File: src/rtl/reset_conditioner.sv
// reset_conditioner: merges pin, debounced button and software resets into a held, sync-released rst_n_o
module reset_conditioner #(
  parameter int SYNC_STAGES = 2,
  parameter int DEBOUNCE_CYCLES = 50000,
  parameter int HOLD_CYCLES = 20
) (
  input  logic       clk,
  input  logic       rst,
  input  logic       btn_in,
  input  logic       sw_rst_req,
  output logic       rst_n_o,
  output logic       busy_o,
  output logic [1:0] cause_o,
  output logic [7:0] rst_count_o
);
  localparam int DW = DEBOUNCE_CYCLES > 1 ? $clog2(DEBOUNCE_CYCLES) : 1;
  localparam int HW = HOLD_CYCLES > 1 ? $clog2(HOLD_CYCLES) : 1;
  localparam logic [DW-1:0] DMAX = DW'(DEBOUNCE_CYCLES - 1);
  localparam logic [HW-1:0] HMAX = HW'(HOLD_CYCLES - 1);
  typedef enum logic [1:0] {ASSERT, HOLD, RUN} state_t;
  state_t state, nxt;
  logic [SYNC_STAGES-1:0] rsync, bsync;
  logic [DW-1:0] dcnt;
  logic [HW-1:0] hcnt;
  logic rst_int, bs, db, btn_press, event_hit;
  assign rst_int = rsync[SYNC_STAGES-1];
  assign bs = bsync[SYNC_STAGES-1];
  assign btn_press = bs && !db && dcnt == DMAX;
  assign busy_o = state != RUN;
  assign event_hit = state != ASSERT && nxt == ASSERT;
  always_ff @(posedge clk or posedge rst)
    if (rst) rsync <= '1;
    else rsync <= {rsync[SYNC_STAGES-2:0], 1'b0};
  always_ff @(posedge clk or posedge rst_int)
    if (rst_int) begin
      bsync <= '0;
      db <= 1'b0;
      dcnt <= '0;
    end else begin
      bsync <= {bsync[SYNC_STAGES-2:0], btn_in};
      if (bs == db) dcnt <= '0;
      else if (dcnt == DMAX) begin
        db <= ~db;
        dcnt <= '0;
      end else dcnt <= dcnt + DW'(1);
    end
  // a press seen in ASSERT keeps us there: the debounced level goes high on this edge
  always_comb begin
    nxt = state;
    case (state)
      ASSERT: nxt = (!db && !sw_rst_req && !btn_press) ? HOLD : ASSERT;
      HOLD: nxt = btn_press ? ASSERT : (hcnt == HMAX) ? RUN : HOLD;
      RUN: nxt = (btn_press || sw_rst_req) ? ASSERT : RUN;
      default: nxt = ASSERT;
    endcase
  end
  always_ff @(posedge clk or posedge rst_int)
    if (rst_int) begin
      state <= ASSERT;
      hcnt <= '0;
      rst_n_o <= 1'b0;
      cause_o <= 2'b00;
      rst_count_o <= 8'd0;
    end else begin
      state <= nxt;
      hcnt <= (state == HOLD && nxt == HOLD) ? hcnt + HW'(1) : '0;
      rst_n_o <= nxt == RUN;
      if (event_hit) begin
        cause_o <= btn_press ? 2'b01 : 2'b10;
        rst_count_o <= rst_count_o != 8'hff ? rst_count_o + 8'd1 : rst_count_o;
      end
    end
endmodule

File: config.mk
export PLATFORM = sky130hd
export DESIGN_NAME = reset_conditioner
export DESIGN_NICKNAME = d
export VERILOG_FILES = /design/src/rtl/reset_conditioner.sv
export SDC_FILE = /design/constraint.sdc
export NUM_CORES = 1
export LEC_CHECK = 0
export BUFFER_PORTS_ARGS = -buffer_cell sky130_fd_sc_hd__buf_2
export CORE_MARGIN = 4
export CORE_UTILIZATION = 54
export DETAILED_ROUTE_END_ITERATION = 12
export GPL_ROUTABILITY_DRIVEN = 0
export GPL_TIMING_DRIVEN = 0
export PLACE_DENSITY_LB_ADDON = 0.25
export SYNTH_ARGS = -nofsm -noshare
export SYNTH_HDL_FRONTEND = slang
export SYNTH_SLANG_ARGS = --single-unit
File: constraint.sdc
create_clock -name clk -period 2.2 [get_ports clk]
set_input_delay 0.22 -clock clk [delete_from_list [all_inputs] [get_ports clk]]
set_output_delay 0.22 -clock clk [all_outputs]
set_load 0.005 [all_outputs]
==> impl_metrics.py <==
metrics = {
    "status": {
        "status": "completed",
    },
    "clock_network": {
        "htree_levels": 2,
        "clock-sinks": 39,
        "clockRootBuffer": "clkbuf_4",
        "clk_pin_slew_ps": 120,
        "cts_tree": "yes",
        "cts_buffer_depth": 2,
        "cts-buffers-inserted": 5,
        "clock_insertion_delay_worst_skew_ps": 340,
    },
    "sta": {
        "relative_slew_margins_pct": 50.5,
        "timing_hold_violations_final": 0,
        "report.final.slew_viol_count": 0,
        "grt_setup_unrepaired": "false",
        "final-setup-viol-count": 0,
        "post-route-period-util_pct": 96.4,
        "layout_min_cycle_time_ps": 2120,
        "timing.fmax_mhz": 471,
        "setup_total_negative_slack_ps": 0,
        "worst_pin_slew_ps": 741,
        "skew_ps": 19.1,
    },
    "power_and_ir_drop": {
        "max-vdd-ir-drop_mv": 0.420,
        "power_density_nw_per_um2": 774,
        "total_leakage_power_uw": 0.000975,
    },
    "place": {
        "number_of_port_buffers": 15,
        "post-dp-hpwl_um": 2360,
        "placedCellCount": 238,
    },
    "critical_path": {
        "critical_path.startpoint_type": "register",
        "worst_setup_path_endpoint": "dcnt[13]",
        "critical_path.endpoint_type": "register",
        "crit_required_ps": 2420,
        "data_arrival_time_at_the_worst_slack_endpoint_ps": 2340,
        "worst_path_max_delay_cell": "or4b_4",
        "worst_path_largest_cell_delay_ps": 560,
        "crit_path_cells": "or4b_4, nor4_4, buf_4, or2_2, buf_2, buf_6, nor2_1",
        "timing.rr.start": "dcnt[7]",
        "worst_setup_path_startpoint": "dcnt[7]",
        "r2r_setup_slack_ps": 80,
        "cp_class": "register to register",
        "worst-path-max-fanout": 10,
        "critPathTopFamily": "simple AND/OR/NAND/NOR gates",
        "worstRegToRegCells": 7,
        "number_of_buffer_and_inverter_instances_along_the_worst_setup_path": 3,
        "crit_cells": 7,
        "timing.rr.end": "dcnt[13]",
    },
    "floorplan": {
        "start_util_pct": 58.3,
        "ios": 16,
        "die_h_um": 66.3,
        "dieArea_sq_um": 4400,
        "coreArea_sq_um": 3150,
        "rows": 20,
        "die_width_um": 66.3,
    },
    "yosys": {
        "synth_cell_type_count": 35,
        "seq_total_area_yosys_pct": 53.3,
        "synth.ff_latch_count": 39,
        "post_synth_edffs": 0,
        "syn_avg_cell_area_sq_um": 10.3,
        "synth_warnings": 0,
        "synth_cells": 179,
        "synth_top_flop_cell": "dfrtp_1",
        "syn-num-nets": 187,
        "postSynth.asyncResetShare_pct": 100,
        "synthesis.area_sq_um": 1840,
    },
    "routing": {
        "post-route-drc-count": 0,
        "total_via_count_in_the_routed_design": 1346,
        "dr.first_iter.drc_count": 106,
        "routed_via_density": 5.32,
        "wl_per_cell_um": 13.5,
        "drt_pass1_iterations": 5,
        "wirelength_um": 3410,
        "drtAntennaViolNets": 0,
    },
    "global_route": {
        "grt_use_total_pct": 17.8,
        "vias_in_the_first_global_route": 1385,
        "gr-total-overflow": 0,
        "grt_start_max_net_pins": 38,
        "number_of_antenna_violations_at_the_first_check_in_global_routing": 0,
        "grt_pass1_wl_um": 6030,
    },
    "final_layout": {
        "finish.cell_count_without_fillers": 253,
        "nNetsFinal": 216,
        "n_antenna_cell": 0,
        "drive_gt1_share_pct": 20.6,
        "area.growth.synth_to_final_pct": 15.7,
        "nFillCells": 262,
        "multi_input_area_sq_um": 827,
        "area.sequential_sq_um": 981,
    },
    "job": {
        "timing.max_cap.violations": 0,
    },
    "worst_hold_path": {
        "hold_class": "primary input to register",
    },
}
-- area by class of cell --
| class | instances | area share (%) |
|---|---|---|
| sequential | 39 | 46.2 |
| multi-input combinational | 128 | 38.9 |
| timing repair buffer | 22 | 6.24 |
| tap | 44 | 2.59 |
| clock buffer | 7 | 2.12 |
| inverter | 9 | 1.59 |
| clock inverter | 1 | 1.41 |
| buffer | 3 | 0.942 |
-- metrics by stage --
stage	util (%)	setup WS, ps	cell area, sq um	total power [uW]	hold slack (ps)
after global routing	67.4	8.54	2120	1760	285
after floorplan	-	113	1840	1090	132
final	67.4	78.8	2120	1640	248
after detailed placement	62.4	-129	1970	1190	248
after global placement	62.4	-55.0	1970	1160	240
after CTS	65.6	26.9	2070	1650	236
-- layout by cell type, fill, tap and decap left out, types with 4 or more instances in the layout --
cell type / netlist / layout
buf_4: 0 / 5
ha_1: 4 / 4
xor2_1: 12 / 12
inv_1: 9 / 8
nand2_1: 10 / 10
nand4_1: 4 / 4
xnor2_1: 9 / 9
clkbuf_4: 0 / 5
nand3_1: 11 / 11
nor2_1: 33 / 33
buf_2: 2 / 16
dfrtp_1: 37 / 35
a21oi_1: 5 / 4
and3_1: 5 / 5
-- worst min path at each step --
| stage | from | endpoint | slack [ps] | cells after the start |
|---|---|---|---|---|
| after CTS | sw_rst_req | state[0] | 240 | 4 |
| after global routing | sw_rst_req | state[0] | 290 | 4 |
| after global placement | rst | rsync[0] | 240 | 2 |
| after floorplan | rst | rsync[0] | 130 | 1 |
| final | sw_rst_req | state[0] | 250 | 4 |
| after detailed placement | rst | rsync[1] | 250 | 2 |
-- sequential cells by signal (all words and copies together) (netlist names) --
signal	flops
bsync	2
cause_o	2
state	2
rst_n_o	1
dcnt	16
rst_count_o	8
hcnt	5
rsync	2
db	1
-- layer usage --
metal  up-vias  part of all wire [%]  track usage (%)
li1        665                     -                -
met1       634                    43             21.6
met4         0                   2.1             5.84
met5         -                     0                0
met2        34                    50             30.2
met3        13                   4.6             4.76
-- logic make-up (layout without fill, tap and decap cells) --
kind of cell	Yosys count	after routing	synth area share (%)
and+or+nand+nor	84	84	24.5
DFF	39	39	53.3
xor gates and xnor gates	21	21	10.0
AOI/OAI and AO/OA	16	16	5.52
buffers and inverters	12	42	2.59
adders and majority gates	4	4	2.72
muxes	2	2	1.23
other	1	1	0.204
-- worst register-to-register path: cells and delay by family (launching register included) --
| family | cells | cell delay, ps |
|---|---|---|
| buffers and inverters | 3 | 520 |
| flip-flops | 1 | 430 |
| AND/OR/NAND/NOR | 4 | 1070 |
-- power breakdown --
group / internal, uW / total [uW] / switching [uW]
clock network: 241 / 469 / 227
registers: 813 / 890 / 76.7
logic: 139 / 286 / 147
-- synth_stat cells (all sizes together), types with 3 or more instances --
cell / number / area (sq um)
inv: 9 / 33.8
a21oi: 5 / 25.0
nand4: 4 / 25.0
and3: 5 / 31.3
ha: 4 / 50.1
xnor2: 9 / 78.8
or2: 3 / 18.8
nand3: 11 / 55.1
dfrtp: 37 / 926
nor2: 33 / 124
nand2: 10 / 37.5
nor3: 4 / 25.0
xor2: 12 / 105
o21ai: 4 / 20.0
nor4bb: 3 / 30.0
-- repair_timing --
item,4_1_cts,5_1_grt
resized for setup,0,10
pin swaps,1,2
hold endpoints to repair,3,0
buffers inserted,1,4
hold buffers,2,0
setup endpoints to repair,11,16
Note: power is estimated with default switching activity, not from simulation.
